$ cat config.mk
export PLATFORM = sky130hd
export DESIGN_NAME = branch_resolve_queue
export DESIGN_NICKNAME = d
export VERILOG_FILES = /design/src/rtl/branch_resolve_queue.sv
export SDC_FILE = /design/constraint.sdc
export NUM_CORES = 1
export LEC_CHECK = 0
export CAP_MARGIN = 10
export CORE_MARGIN = 5
export CORE_UTILIZATION = 49
export CTS_CLUSTER_SIZE = 25
export DETAILED_ROUTE_END_ITERATION = 8
export PLACE_DENSITY = 0.78
export SETUP_SLACK_MARGIN = 0.5
export SLEW_MARGIN = 20
export SYNTH_ARGS = -nofsm -noshare
export SYNTH_HDL_FRONTEND = slang
export SYNTH_SLANG_ARGS = --single-unit
export TNS_END_PERCENT = 10
$ cat constraint.sdc
create_clock -name clk -period 6.8 [get_ports clk]
set_input_delay 2.04 -clock clk [delete_from_list [all_inputs] [get_ports clk]]
set_output_delay 2.04 -clock clk [all_outputs]
set_load 0.03 [all_outputs]
$ cat src/rtl/branch_resolve_queue.sv
// In-order queue of in-flight branch predictions; pops the oldest entry on resolve and emits
// a registered train/mispredict packet plus flush/redirect. BRANCH_RESOLVE_QUEUE_STATS_EN adds counters.
module branch_resolve_queue #(
  parameter int DEPTH  = 4,
  parameter int PC_W   = 32,
  parameter int SUM_W  = 9,
  parameter int HIST_W = 16,
  parameter int THETA  = 44
) (
  input  logic                    clk,
  input  logic                    rst,
  input  logic                    pred_valid,
  output logic                    pred_ready,
  input  logic [PC_W-1:0]         pred_pc,
  input  logic                    pred_taken,
  input  logic [PC_W-1:0]         pred_target,
  input  logic [SUM_W-1:0]        pred_sum,
  input  logic [HIST_W-1:0]       pred_ghr,
  input  logic                    res_valid,
  input  logic                    res_is_branch,
  input  logic                    res_taken,
  input  logic [PC_W-1:0]         res_target,
  output logic                    upd_valid,
  output logic [PC_W-1:0]         upd_pc,
  output logic                    upd_taken,
  output logic [PC_W-1:0]         upd_target,
  output logic [HIST_W-1:0]       upd_ghr,
  output logic                    upd_train,
  output logic                    upd_mispredict,
  output logic                    flush,
  output logic [PC_W-1:0]         redirect_pc,
  output logic [HIST_W-1:0]       recover_ghr,
  output logic [$clog2(DEPTH):0]  count,
  output logic                    underflow_err,
  output logic [15:0]             stat_branches,
  output logic [15:0]             stat_mispredicts
);
  localparam int AW = $clog2(DEPTH);

  typedef struct packed {
    logic [PC_W-1:0]   pc;
    logic              taken;
    logic [PC_W-1:0]   target;
    logic [SUM_W-1:0]  sum;
    logic [HIST_W-1:0] ghr;
  } entry_t;

  entry_t         mem_q [DEPTH];
  logic [AW:0]    head_q, head_d, tail_q, tail_d;
  logic           empty, full, pop, push;
  entry_t         head_e;
  logic           eff_taken, dir_wrong, mispredict, train;
  logic [SUM_W:0] sum_ext, sum_abs;

  // Occupancy comes from the wrap-bit pointers, so pred_ready depends on registered state only.
  assign count      = tail_q - head_q;
  assign empty      = (count == '0);
  assign full       = (count == (AW+1)'(DEPTH));
  assign pred_ready = !full;
  assign pop        = res_valid && !empty;
  assign head_e     = mem_q[head_q[AW-1:0]];

  // NOTE: every signal written here gets a value on every path first, so no latch is inferred.
  always_comb begin
    eff_taken  = res_is_branch && res_taken;
    dir_wrong  = (eff_taken != head_e.taken);
    mispredict = res_is_branch ? (dir_wrong || (res_taken && (res_target != head_e.target)))
                               : head_e.taken;
    sum_ext    = {head_e.sum[SUM_W-1], head_e.sum};
    sum_abs    = sum_ext[SUM_W] ? -sum_ext : sum_ext;
    train      = res_is_branch && (dir_wrong || (sum_abs <= (SUM_W+1)'(THETA)));
    push       = pred_valid && pred_ready && !(pop && mispredict);
    head_d     = head_q;
    tail_d     = tail_q;
    if (pop)  head_d = head_q + (AW+1)'(1);
    if (push) tail_d = tail_q + (AW+1)'(1);
    if (pop && mispredict) begin
      head_d = '0;
      tail_d = '0;
    end
  end

  // NOTE: sequential state is assigned with non-blocking (<=) so all registers update together.
  always_ff @(posedge clk or posedge rst) begin
    if (rst) begin
      head_q <= '0;
      tail_q <= '0;
    end else begin
      head_q <= head_d;
      tail_q <= tail_d;
    end
  end

  // NOTE: the storage array is deliberately not reset; pointers alone define which entries are live.
  always_ff @(posedge clk) begin
    if (push) begin
      mem_q[tail_q[AW-1:0]] <= '{pc: pred_pc, taken: pred_taken, target: pred_target,
                                 sum: pred_sum, ghr: pred_ghr};
    end
  end

  always_ff @(posedge clk or posedge rst) begin
    if (rst) begin
      upd_valid      <= 1'b0;
      upd_pc         <= '0;
      upd_taken      <= 1'b0;
      upd_target     <= '0;
      upd_ghr        <= '0;
      upd_train      <= 1'b0;
      upd_mispredict <= 1'b0;
      flush          <= 1'b0;
      redirect_pc    <= '0;
      recover_ghr    <= '0;
      underflow_err  <= 1'b0;
    end else begin
      upd_valid      <= pop;
      upd_train      <= pop && train;
      upd_mispredict <= pop && mispredict;
      flush          <= pop && mispredict;
      underflow_err  <= underflow_err || (res_valid && empty);
      if (pop) begin
        upd_pc      <= head_e.pc;
        upd_taken   <= eff_taken;
        upd_target  <= res_target;
        upd_ghr     <= head_e.ghr;
        redirect_pc <= eff_taken ? res_target : head_e.pc + PC_W'(4);
        recover_ghr <= {head_e.ghr[HIST_W-2:0], eff_taken};
      end
    end
  end

`ifdef BRANCH_RESOLVE_QUEUE_STATS_EN
  always_ff @(posedge clk or posedge rst) begin
    if (rst) begin
      stat_branches    <= '0;
      stat_mispredicts <= '0;
    end else if (pop) begin
      if (res_is_branch && (stat_branches != 16'hFFFF)) stat_branches <= stat_branches + 16'd1;
      if (mispredict && (stat_mispredicts != 16'hFFFF)) stat_mispredicts <= stat_mispredicts + 16'd1;
    end
  end
`else
  assign stat_branches    = '0;
  assign stat_mispredicts = '0;
`endif

endmodule
After elaboration in Yosys (flattened, before gate mapping):

Memory sizes are Yosys's and may differ from the RTL's.
Cells that the tools add are included.

* register bits: 139
* memory bits (writable): 360
* input port bits: 128
* output and inout port bits: 170
* memories: 1

* $add $sub $neg: 5
* order comparisons: 1
* equality and inequality tests: 3
* mux-type cells: 9
* reduce and logical (&&, ||, !) cells: 18

Memories
* mem_q: depth 4, bits a word 90, read ports 1, clocked after Yosys merged registers in 0, wr ports 1, RTL line 48 `entry_t mem_q [DEPTH];`

Operators with widths (count)
* $add 32x3->32 const B: 1
* $mux 32: 1
* $ne 32x32->1: 1
* $mux 3: 4
* $le 10x6->1 const B: 1
* $mux 10: 1
* $neg 10->10: 1
* $logic_and 1x1->1: 9
* $add 3x1->3 const B: 2
* $reduce_bool 2->1: 2
* $eq 3x3->1 const B: 1
* $logic_not 1->1: 3
* $logic_not 3->1: 1
* $logic_or 1x1->1: 3
* $mux 1: 3
* $sub 3x3->3: 1
* $ne 1x1->1: 1

Logic depth before layout (Yosys ltp):

Gate-level depths: netlist (run 1).
An unclocked memory read counts as a cell.

* depth in word-level cells: 10
* mapped depth: 11

Worst setup path before layout (run 1):

Ideal clock, no wire load.

* kind: in2reg
* start point: input res_target[11]
* end point: memory mem_q[0][0] in the netlist's numbering, enable pin
* data arrival time: 7221 ps
* data required time: 6232 ps
* path slack: -989 ps
* stages on the path: 5
* path buffers: 0
* path through: xnor2_1 > nand4_1 > nor4_2 > nand3_2 > a21oi_1

* cells in the longest elaborated chain, start to end: 9

RTL lines
* start, declared: RTL line 22 `input logic [PC_W-1:0] res_target,`
* $ne 32x32->1: RTL line 67 `mispredict = res_is_branch ? (dir_wrong || (res_taken && (res_target != head_e.target)))`
* $logic_and 1x1->1: RTL line 67
* $logic_or 1x1->1: RTL line 67
* $mux 1: RTL line 67
* $logic_and 1x1->1: RTL line 72 `push = pred_valid && pred_ready && !(pop && mispredict);`
* $logic_not 1->1: RTL line 72
* $logic_and 1x1->1: RTL line 72
* $mux 1: RTL line 96 `if (push) begin`
* $mux 1 (implied by the code): RTL line 97 `mem_q[tail_q[AW-1:0]] <= '{pc: pred_pc, taken: pred_taken, target: pred_target,`
* end, declared: RTL line 48

Every way passes these cells.

Worst setup path after layout (run 1):

* start point: register head_q[1]
* end point: output count[2]

* cells in the longest elaborated chain, start to end: 1

RTL lines
* start, declared: RTL line 49 `logic [AW:0] head_q, head_d, tail_q, tail_d;`
* start signal, assigned: RTL line 86 `head_q <= '0;`
* start signal, assigned: RTL line 89 `head_q <= head_d;`
* $sub 3x3->3: RTL line 56 `assign count = tail_q - head_q;`
* end, declared: RTL line 33 `output logic [$clog2(DEPTH):0] count,`

Every way passes these cells.

==> impl_summary.md, run 1 <==
Power
IR analysis of the VDD net gives a maximum drop of 0.344 mV. The reported leakage power is approximately 8.7 nW. Total power for the finished layout comes to 12.0 mW. In this run the power density over the cells is about 500 nW/um^2.

Placed design
Once detailed placement completed, the half-perimeter wirelength came to approximately 33000 um. In this run, placement finished with an instance count of about 2000. Summing all placed instances gives a cell area of 22400 sq um.

The pre-CTS setup slack is 1580 ps. During placement, the flow inserted port buffers numbering about 270. At the end of routability-driven placement, the weighted congestion stood at 0.854.

Logic synthesis
Of the synthesized area, sequential elements account for 0.716. Counting flops with a built-in enable in the synthesized netlist gives 360. The most used flip-flop cell after synthesis is sky130_fd_sc_hd__edfxtp_1. The average instance in the mapped netlist occupies 15.9 sq um. In the post-synthesis netlist, the biggest area contributors are sky130_fd_sc_hd__edfxtp_1 (56%), sky130_fd_sc_hd__dfrtp_1 (16%), sky130_fd_sc_hd__mux4_2 (8.8%). After synthesis the netlist holds a flip-flop and latch count of 483.

The biggest area contributor in the post-synthesis netlist is sky130_fd_sc_hd__edfxtp_1. The synthesized netlist occupies a cell area of 19400 sq um. For this run, asynchronously set or reset flops after synthesis account for 0.255.

Of the post-synthesis cell area, the dominant cell type holds 0.558. The synthesized netlist contains 45 unique library cells. Yosys printed 0 warnings. Synthesis produced 1223 cells.

Final layout
The net count of the finished layout is around 1600. The fraction of final layout cells with drive strength greater than 1 is 0.125. The number of standard cells in the final layout excluding fillers is 2045. The library cell used most frequently in the layout, excluding fill and tap cells, is sky130_fd_sc_hd__edfxtp_1. Relative to the synthesized area, the layout overhead comes to 24.0%. The end-of-flow core utilization is 0.618.

The layout filler cell count is approximately 2900. The library cells used most frequently in the layout, excluding fill and tap cells, are sky130_fd_sc_hd__edfxtp_1 (360), sky130_fd_sc_hd__nand2_1 (274), sky130_fd_sc_hd__clkdlybuf4s50_1 (265). The final instance area is 24000 sq um.

Timing
Summed over all failing endpoints, the final setup total negative slack is 0 ps. Static timing analysis puts the maximum clock frequency at about 0.18 GHz. The final number of hold-violating endpoints is 0.

Setup repair after global routing left no endpoint under its margin. The smallest hold slack is 476 ps. The count of final max-slew check failures is 0.

The final worst slack is 1330 ps. Across the routed clock network, the largest skew measured is 26.5 ps. The number of setup violations in the final report is 0. The transition time of the tightest slew-check pin is a little under 1000 ps.

In this run the tightest slew margin relative to its limit is 0.354. For the finished layout, the period the worst path requires is ~5500 ps. Of the available clock period, the critical path in the final layout requires 0.805.

GRT
The total routing resource utilization after global routing is 0.220. The via count of the first global-routing pass came to around 11000. The initial antenna violation count is 11. The first global-routing pass estimated 72400 um of wire.

Entering global routing, the biggest net connects 96 pins. Global routing finished with a remaining overflow of 0.

CTS
The tree is rooted in a sky130_fd_sc_hd__clkbuf_16. The total of cells resized after clock tree synthesis is 0. Counting the buffers created by CTS gives 49. The clock passes through at most 3 buffers.

After clock tree synthesis, the flow added hold-fix buffers numbering 0. The clock sink total is around 480. The number of levels in the clock H-tree is 2. The number of setup buffers added after CTS is 0. The latest clock arrival within the worst-skew pair is a little under 600 ps. The CTS clock-pin slew for the worst setup and hold paths is 60 ps. TritonCTS built the clock tree.

Worst setup path
Walking the worst path, the cells encountered are fa_1 > xnor2_1 > xnor2_1 > clkdlybuf4s50_1. The buffers plus inverters on the worst setup path is 1. The master of the slowest instance on the critical path is sky130_fd_sc_hd__clkdlybuf4s50_1. The cell seen most often among critical-path stages is sky130_fd_sc_hd__xnor2_1. The maximum fanout encountered on the critical timing path is 50.

The worst setup path is captured at an output pin. The largest delay contributor family on the critical path is buffers and inverters. The largest incremental delay on the critical path is 810 ps.

The critical path is of the reg2out type. The worst endpoint data arrival time is ~3400 ps. The startpoint class of the critical path is a flip-flop.

The critical path required time is 4760 ps.

Routing
The routed via count divided by cell count is approximately 5.5. The detailed router finished its first iteration with 902 violations. In the final routed layout, each cell accounts on average for 23.7 um. The count of unresolved DRC violations after routing is 0. For this run, the detailed router's first-pass iteration total came to 5. The total wire length is 48400 um.

The number of nets with antenna violations after detailed routing is 0. The detailed-route via count is ~11000.

Run status
The run finished with clean final reports.

Floorplanning
The number of cell rows is 72. The initial utilization of the core area, before any placement, comes to 0.498. The count of pins on the block boundary is 298.

In this run the vertical extent of the chip is between 200 and 250 um. The total core area is 38900 sq um. The floorplan step set the die width to 209 um. The floorplan step defined a die boundary enclosing 43600 sq um.

Min path
The type of the most critical hold path is reg2reg.

Flow run
The tool flagged a number of max-cap violations equal to 0.
-- worst reg2reg max path, delay by kind of cell, from the launching register on --
kind | cells | cell delay [ps]
AOI/OAI and AO/OA | 1 | 250
muxes | 1 | 480
DFF | 1 | 920
buffers and inverters | 2 | 1360
xor gates and xnor gates | 1 | 160
and+or+nand+nor | 3 | 680
-- registers in the layout, indices dropped and copies added, names as in the netlist, 3 cells and up --
| name | flops |
|---|---|
| tail_q | 3 |
| redirect_pc | 32 |
| head_q | 3 |
| mem_q | 360 |
| upd_pc | 32 |
| upd_ghr | 16 |
| upd_target | 32 |
-- final timing paths --
check | cells after the start | slack [ps] | end | startpoint
worst min register to register | 2 | 480 | upd_target[18]$_DFFE_PP0P_ | upd_target[18]$_DFFE_PP0P_
min in group asynchronous | 2 | 2000 | upd_pc[18]$_DFFE_PP0P_ | rst
worst max register to register | 8 | 2490 | mem_q[2][2]$_DFFE_PP_ | head_q[1]$_DFFE_PP0P_
max in group asynchronous | 3 | 3710 | upd_ghr[13]$_DFFE_PP0P_ | rst
worst max-delay path | 4 | 1330 | count[2] | head_q[1]$_DFFE_PP0P_
worst min-delay path | 2 | 480 | upd_target[18]$_DFFE_PP0P_ | upd_target[18]$_DFFE_PP0P_
-- cell families after synthesis --
family,count (synthesis),synth area share
AOI/OAI and AO/OA,85,0.0245
xor gates and xnor gates,64,0.0289
adders and majority gates,8,0.00555
buffers and inverters,114,0.0357
DFF,483,0.716
muxes,88,0.105
other,1,0.000193
and+or+nand+nor,380,0.0842
-- report_power, final --
group	leakage, nW	internal, mW	total, mW	switching, mW
sequential	4.78	4.07	4.47	0.406
clock	0.821	1.61	2.71	1.09
combinational	3.11	1.81	4.84	3.02
-- per-layer routing --
layer	wire length, um	global-route usage	vias to the layer above
met2	23900	0.359	473
met4	1290	0.0691	14
met5	94	0	-
met1	19100	0.294	5704
met3	4060	0.0597	76
li1	-	-	4978
-- Yosys cell counts (2+ instances only) --
library cell               instances
sky130_fd_sc_hd__inv_1             9
sky130_fd_sc_hd__nor3_1            2
sky130_fd_sc_hd__buf_4            55
sky130_fd_sc_hd__a31oi_1           5
sky130_fd_sc_hd__mux4_1           12
sky130_fd_sc_hd__xnor2_1          41
sky130_fd_sc_hd__or4_1             2
sky130_fd_sc_hd__nand4_1          24
sky130_fd_sc_hd__edfxtp_1        360
sky130_fd_sc_hd__o21ai_0          26
sky130_fd_sc_hd__buf_6             2
sky130_fd_sc_hd__dfrtp_1         123
sky130_fd_sc_hd__buf_1            11
sky130_fd_sc_hd__clkbuf_1         26
sky130_fd_sc_hd__buf_2             8
sky130_fd_sc_hd__nand2_1         274
sky130_fd_sc_hd__buf_12            2
sky130_fd_sc_hd__o22ai_1           9
sky130_fd_sc_hd__xor2_1           23
sky130_fd_sc_hd__and4_1            3
sky130_fd_sc_hd__a21oi_1          35
sky130_fd_sc_hd__o21ai_1           2
sky130_fd_sc_hd__nand3_1          15
sky130_fd_sc_hd__nor2_2            2
sky130_fd_sc_hd__mux4_2           76
sky130_fd_sc_hd__nor3_2            2
sky130_fd_sc_hd__nor2_1           33
sky130_fd_sc_hd__ha_1              7
sky130_fd_sc_hd__and2_1            5
sky130_fd_sc_hd__and3_1           14
-- layout make-up --
cell class | count | area (sq um) | area share
antenna | 4 | 10.0 | 0.000417
clock inverter | 25 | 241 | 0.0100
inverter | 10 | 45.0 | 0.00187
sequential | 483 | 13900 | 0.578
timing repair buffer | 281 | 2800 | 0.116
multi-input combinational | 657 | 4980 | 0.207
tap | 518 | 648 | 0.0270
clock buffer | 67 | 1420 | 0.0589
Note: power is estimated with default switching activity, not from simulation.
==> run 2: changes to the inputs <==
clock period = 4.45 ns   (was 6.8 ns; I/O delays follow)
==> impl_summary.md, run 2 (same netlist as run 1, synthesis figures left out) <==
Placed design
The placed standard-cell area is 22600 sq um (+1.0%). The placed wire-length estimate is 32900 um (-0.35%). The count of buffers inserted at the top-level ports is 265 (unchanged). The routability congestion estimate was 0.878 (+2.8%). The pre-CTS setup slack is 412 ps (-1170 ps).

Floorplanning
The count of pins on the block boundary came to 298 (unchanged). The initial core utilization is 0.498 (unchanged). The height of the die is 209 um (unchanged). The die outline area came to 43600 sq um (unchanged). The die span in x is 209 um (unchanged). The total core area is 38900 sq um (unchanged). The number of cell rows is 72 (unchanged).

GRT
The maximum number of pins on one net before global-route repair is 124 (+29%). The global routing met2 resource utilization is 0.350 (-0.00862). The aggregate global routing overflow is 0 (unchanged). The total routing resource utilization after global routing was 0.220 (about the same). The global routing stage identified its most utilized layer as met2. The global routing usage on met3 is 0.0571 (-0.00255). The via count of the first global-routing pass is 11500 (+1.3%).

The global-route wire length before repair was 72900 um (+0.71%). The initial antenna violation count was 12 (+1). The global routing usage on met1 is 0.303 (+0.00934).

Power
The portion of total power attributed to sequential cells is 0.367 (-0.005). The reported leakage power is 8.74 nW (+0.33%). The total power after layout was 18.3 mW (+52%).

The clock group share of total power was 0.210 (-0.015). The proportion of power drawn by combinational gates came to 0.422 (+0.020). The total power divided by cell area is 757 nW/um^2 (+52%). The cell-internal power is 11.3 mW (+51%). The net switching power is 6.95 mW (+54%).

The maximum VDD drop is 0.485 mV (+41%). The switching fraction of total power is 0.381 (+0.00445).

Run status
The flow ran to the end, and the final reports show no timing, DRC or antenna violations.

Timing
The final number of hold-violating endpoints was 0 (unchanged). The final worst slack is 621 ps (-706 ps). The worst clock skew was 24.0 ps (-2.51 ps). Setup repair after global routing left no endpoint under its margin. The final setup TNS came to 0 ps (unchanged).

In the finished design, the share of the clock period the worst path needs comes to 0.860. The count of final max-slew check failures is 0 (unchanged). The transition time of the tightest slew-check pin is 966 ps (+0.306 ps). The number of setup violations in the final report is 0 (unchanged). The achievable frequency is 0.261 GHz. The time the worst path needs with I/O delays and setup is 3830 ps. The worst slew slack as a fraction of its limit was 0.353 (about the same).

Final layout
The multi-input logic area is 5050 sq um (+1.5%). In the layout the commonest cells are sky130_fd_sc_hd__edfxtp_1 (360), sky130_fd_sc_hd__nand2_1 (274), sky130_fd_sc_hd__clkdlybuf4s50_1 (262). The number of flip-flops in the largest register is 360 (unchanged).

The combined flip-flop and latch cell area was 13900 sq um (unchanged). The final instance area is 24100 sq um (+0.37%). The library cell used most frequently in the layout, excluding fill and tap cells, is sky130_fd_sc_hd__edfxtp_1.

Compared with the post-synthesis result, the final layout area differs by 24.4%. The fraction of final layout cells with drive strength greater than 1 is 0.132 (+0.00736). The net count of the finished layout was 1625 (+0.43%). The layout filler cell count came to 2848 (-0.84%).

CTS
The CTS buffer count is 48 (-2.0%). The clock tree from TritonCTS is done. The quantity of hold-fixing buffers added after cts was 0 (unchanged). The latest clock arrival within the worst-skew pair was 560 ps (-20 ps). The number of levels in the clock H-tree is 2 (unchanged). The buffer levels on the longest clock path is 3 (unchanged).

The clock sink total is 483 (unchanged). CTS placed an instance of sky130_fd_sc_hd__clkbuf_16 at the clock tree root. The CTS clock-pin slew for the worst setup and hold paths is 60 ps (about the same).

Routing
The number of nets with antenna violations after detailed routing is 0 (unchanged). The total wire length is 49000 um (+1.2%). The length of the first detailed-routing pass in iterations is 5 (unchanged). The count of unresolved DRC violations after routing is 0 (unchanged). The detailed-route via count is 11400 (+1.5%). The DRC marker count from the first detailed-route iteration is 937 (+3.9%). The average routed wire per standard cell is 23.9 um (+0.82%).

The routed via count divided by cell count came to 5.56 (+1.1%).

Worst setup path
The setup slack on the worst flop-to-flop path came to 700 ps (-1790 ps). The critical path required time is 3120 ps (-1640 ps). By startpoint and endpoint, the worst setup path is classified as reg2out.

The maximum fanout encountered on the critical timing path is 4 (-92%). The worst endpoint data arrival time was 2490 ps (-940 ps). STA classifies the critical path endpoint as an output pin. The startpoint class of the critical path is a flip-flop.

Min path
The type of the most critical hold path is reg2reg.

Flow run
The number of max-cap violations was 0 (unchanged).
## run 2: cell type report
type | instances | area share
multi-input cells | 657 | 0.209
inverters | 10 | 0.00182
diodes | 5 | 0.000519
flip-flops and latches | 483 | 0.576
clock buffers | 70 | 0.0566
clock inverters | 20 | 0.00560
repair buffers | 289 | 0.123
well taps | 518 | 0.0269
## run 2: worst paths after layout
| path | from | to | cells after the start |
|---|---|---|---|
| setup / recovery | head_q[0]$_DFFE_PP0P_ | count[2] | 6 |
| setup reg to reg | head_q[0]$_DFFE_PP0P_ | mem_q[3][3]$_DFFE_PP_ | 8 |
| max in group asynchronous | rst | recover_ghr[0]$_DFFE_PP0P_ | 3 |
| hold / removal | underflow_err$_DFF_PP0_ | underflow_err$_DFF_PP0_ | 1 |
| min in group asynchronous | rst | upd_pc[16]$_DFFE_PP0P_ | 3 |
| hold reg to reg | underflow_err$_DFF_PP0_ | underflow_err$_DFF_PP0_ | 1 |
## run 2: timing repair
| action | 4_1_cts | 5_1_grt |
|---|---|---|
| resized for setup | 2 | 7 |
| gates cloned | 0 | 0 |
| setup buffers | 1 | 0 |
| setup endpoints to repair | 3 | 43 |
| pin swaps | 1 | 0 |
## run 2: power by group through the flow
stage          combinational [mW]  sequential (mW)  clock [mW]
3_5_place_dp                 7.73             6.79           0
3_3_place_gp                 7.65             6.73           0
2_1_floorplan                3.95             7.71           0
6_report                     7.72             6.71        3.85
4_1_cts                      7.79             6.71        3.91
5_1_grt                      8.23             6.82        4.11
## run 2: routing by layer
layer	wire length (um)	share of wire
met5	84	0.0017
met4	1530	0.031
met3	4390	0.090
met2	23300	0.48
met1	19700	0.40
## run 2: critical path: stages, from the launching register on
cell,delay (ps)
sky130_fd_sc_hd__dfrtp_4,500
sky130_fd_sc_hd__ha_1,220
sky130_fd_sc_hd__fa_1,410
sky130_fd_sc_hd__xnor2_2,170
sky130_fd_sc_hd__xnor2_2,230
sky130_fd_sc_hd__buf_4,190
sky130_fd_sc_hd__clkbuf_2,220
## run 2: stage by stage
stage                     hold WS (ps)  cells  utilization
final                              462   2052        0.620
after floorplan                    555   1254            -
after global placement             439   1956        0.581
after CTS                          469   2047        0.619
after global routing               485   2051        0.620
after detailed placement           457   1956        0.581
==> run 3: changes to the inputs <==
CORE_UTILIZATION = 35   (was 49)
PLACE_DENSITY = 0.59   (was 0.78)
==> impl_summary.md, run 3 (same netlist as run 1, synthesis figures left out) <==
CTS
The number of levels in the clock H-tree is 2 (unchanged). The CTS buffer count is 51 (+6.3%). The cell at the root of the clock tree is sky130_fd_sc_hd__clkbuf_16. The CTS clock-pin slew for the worst setup and hold paths came to 60 ps (about the same). The buffer levels on the longest clock path is 3 (unchanged). The quantity of hold-fixing buffers added after cts is 0 (unchanged).

The latest clock arrival within the worst-skew pair came to 580 ps (+20 ps). TritonCTS built the clock tree. The clock sink total is 483 (unchanged).

Final layout
The fraction of final layout cells with drive strength greater than 1 is 0.137 (+0.00452). The number of flip-flops in the largest register is 360 (unchanged). The commonest non-fill, non-tap cell in the layout is sky130_fd_sc_hd__edfxtp_1. Compared with the post-synthesis result, the final layout area differs by 27.7%. In the layout the commonest cells are sky130_fd_sc_hd__edfxtp_1 (360), sky130_fd_sc_hd__nand2_1 (274), sky130_fd_sc_hd__clkdlybuf4s50_1 (262). The net count of the finished layout was 1631 (+0.37%). The layout filler cell count is 4850 (+70%).

Power
The net switching power is 7.02 mW (+0.95%). The total power after layout is 18.9 mW (+3.5%). The proportion of power drawn by combinational gates is 0.409 (-0.013). The total power divided by cell area is 764 nW/um^2 (+0.92%). The reported leakage power is 8.91 nW (+1.9%).

The switching fraction of total power is 0.371 (-0.00955). The portion of total power attributed to sequential cells is 0.354 (-0.013). The cell-internal power is 11.9 mW (+5.1%). The maximum VDD drop is 0.676 mV (+39%). The clock group share of total power is 0.237 (+0.027).

Worst setup path
The class of the most critical setup path is reg2out. The worst setup path is captured at an output pin. The master of the slowest instance on the critical path is sky130_fd_sc_hd__fa_1.

The worst setup path is launched from a flip-flop. Traced cell by cell, the critical path runs through inv_1 > ha_1 > fa_1 > xnor2_2 > xnor2_2 > nand3_1 > dlygate4sd2_1. The worst endpoint data arrival time is 2560 ps (+70 ps). The setup slack on the worst flop-to-flop path is 740 ps (+40 ps). The critical path required time is 3120 ps (about the same). The largest incremental delay on the critical path is 410 ps (-90 ps).

The most numerous cell type found on the critical path is sky130_fd_sc_hd__xnor2_2. The maximum fanout encountered on the critical timing path is 4 (unchanged).

Placed design
The placed wire-length estimate came to 35700 um (+8.5%). The routability congestion estimate is 0.797 (-9.2%). The count of buffers inserted at the top-level ports was 265 (unchanged). The pre-CTS setup slack was 449 ps (+37.2 ps).

Timing
The achievable frequency is 0.257 GHz (-1.6%). The smallest hold slack is 462 ps (+0.677 ps). The transition time of the tightest slew-check pin came to 897 ps (-69.6 ps).

Setup repair after global routing could not meet its margin everywhere. The time the worst path needs with I/O delays and setup is 3890 ps (+63.2 ps). The count of final max-slew check failures is 0 (unchanged). The worst slew slack as a fraction of its limit was 0.400 (+0.0466). The worst clock skew is 12.3 ps (-11.7 ps). The final number of hold-violating endpoints came to 0 (unchanged).

The final setup TNS came to 0 ps (unchanged). The final cycle utilization of the critical path is 0.875 (+0.0142). The final worst slack was 558 ps (-63.2 ps). The number of setup violations in the final report is 0 (unchanged).

Routing
The routed via count divided by cell count is 4.83 (-13%). The total wire length is 52600 um (+7.4%). The detailed-route via count is 11100 (-2.9%). The average routed wire per standard cell is 23.0 um (-3.8%). The length of the first detailed-routing pass in iterations came to 5 (unchanged). The number of nets with antenna violations after detailed routing is 0 (unchanged).

The count of unresolved DRC violations after routing is 0 (unchanged). The DRC marker count from the first detailed-route iteration is 755 (-19%).

Floorplanning
The die outline area is 60200 sq um (+38%). The initial core utilization is 0.353 (-0.146). The count of pins on the block boundary was 298 (unchanged). The total core area is 55000 sq um (+41%).

The height of the die is 245 um (+17%). The number of cell rows is 86 (+19%). The die span in x is 245 um (+17%).

GRT
The initial antenna violation count is 10 (-2). The via count of the first global-routing pass was 11600 (+0.56%). The aggregate global routing overflow is 0 (unchanged). The global-route wire length before repair is 76900 um (+5.5%). The maximum number of pins on one net before global-route repair is 122 (-1.6%). The total routing resource utilization after global routing is 0.172 (-0.0486).

Flow run
The number of max-cap violations is 0 (unchanged).

Run status
The flow ran to the end, and the final reports show no timing, DRC or antenna violations.

Min path
The type of the most critical hold path is reg2reg.
-- run 3: worst paths after layout --
kind | from | to | cells after the start
worst max-delay path | tail_q[0]$_DFFE_PP0P_ | pred_ready | 7
worst min-delay path | underflow_err$_DFF_PP0_ | underflow_err$_DFF_PP0_ | 1
worst max register to register | head_q[0]$_DFFE_PP0P_ | redirect_pc[27]$_DFFE_PP0P_ | 8
worst min register to register | underflow_err$_DFF_PP0_ | underflow_err$_DFF_PP0_ | 1
max in group asynchronous | rst | upd_target[17]$_DFFE_PP0P_ | 3
min in group asynchronous | rst | redirect_pc[22]$_DFFE_PP0P_ | 2
-- run 3: area by class of cell --
class | instances | area (sq um) | area share
diodes | 6 | 15.0 | 0.000607
clock buffers | 69 | 1430 | 0.0576
clock inverters | 26 | 354 | 0.0143
inverters | 10 | 43.8 | 0.00177
multi-input cells | 657 | 5050 | 0.204
flip-flops and latches | 483 | 13900 | 0.561
well taps | 748 | 936 | 0.0378
repair buffers | 292 | 3030 | 0.122
-- run 3: metrics by stage --
step           cell area, sq um  std cells   util
2_1_floorplan             19600       1254      -
3_3_place_gp              22900       2189  0.417
3_5_place_dp              22900       2189  0.417
4_1_cts                   24700       2285  0.450
5_1_grt                   24700       2285  0.450
6_report                  24700       2291  0.450
-- run 3: power by group through the flow --
stage / logic (mW) / clock network, mW / registers, mW
finish: 7.74 / 4.48 / 6.70
global route: 8.35 / 4.78 / 6.83
CTS: 7.93 / 4.60 / 6.72
detailed placement: 7.89 / 0 / 6.79
global placement: 7.86 / 0 / 6.75
floorplan: 3.95 / 0 / 7.71
-- run 3: repair_timing --
action                     in CTS  in global routing
setup endpoints to repair       3                  5
resized for setup               7                  1
setup buffers                   1                  0
pin swaps                       1                  1
-- run 3: per-layer routing --
| metal | part of all wire | wire [um] | track usage |
|---|---|---|---|
| met1 | 0.43 | 22600 | 0.235 |
| met2 | 0.46 | 24300 | 0.275 |
| met3 | 0.083 | 4350 | 0.0459 |
| met4 | 0.025 | 1300 | 0.0482 |
| met5 | 0.0017 | 88 | 0 |
-- run 3: worst max-delay path: cells and delay by family, from the launching register on --
kind	cells	cell delay, ps
adders and majority gates	2	610
buffers and inverters	2	480
DFF	1	400
xor gates and xnor gates	2	380
and+or+nand+nor	1	100
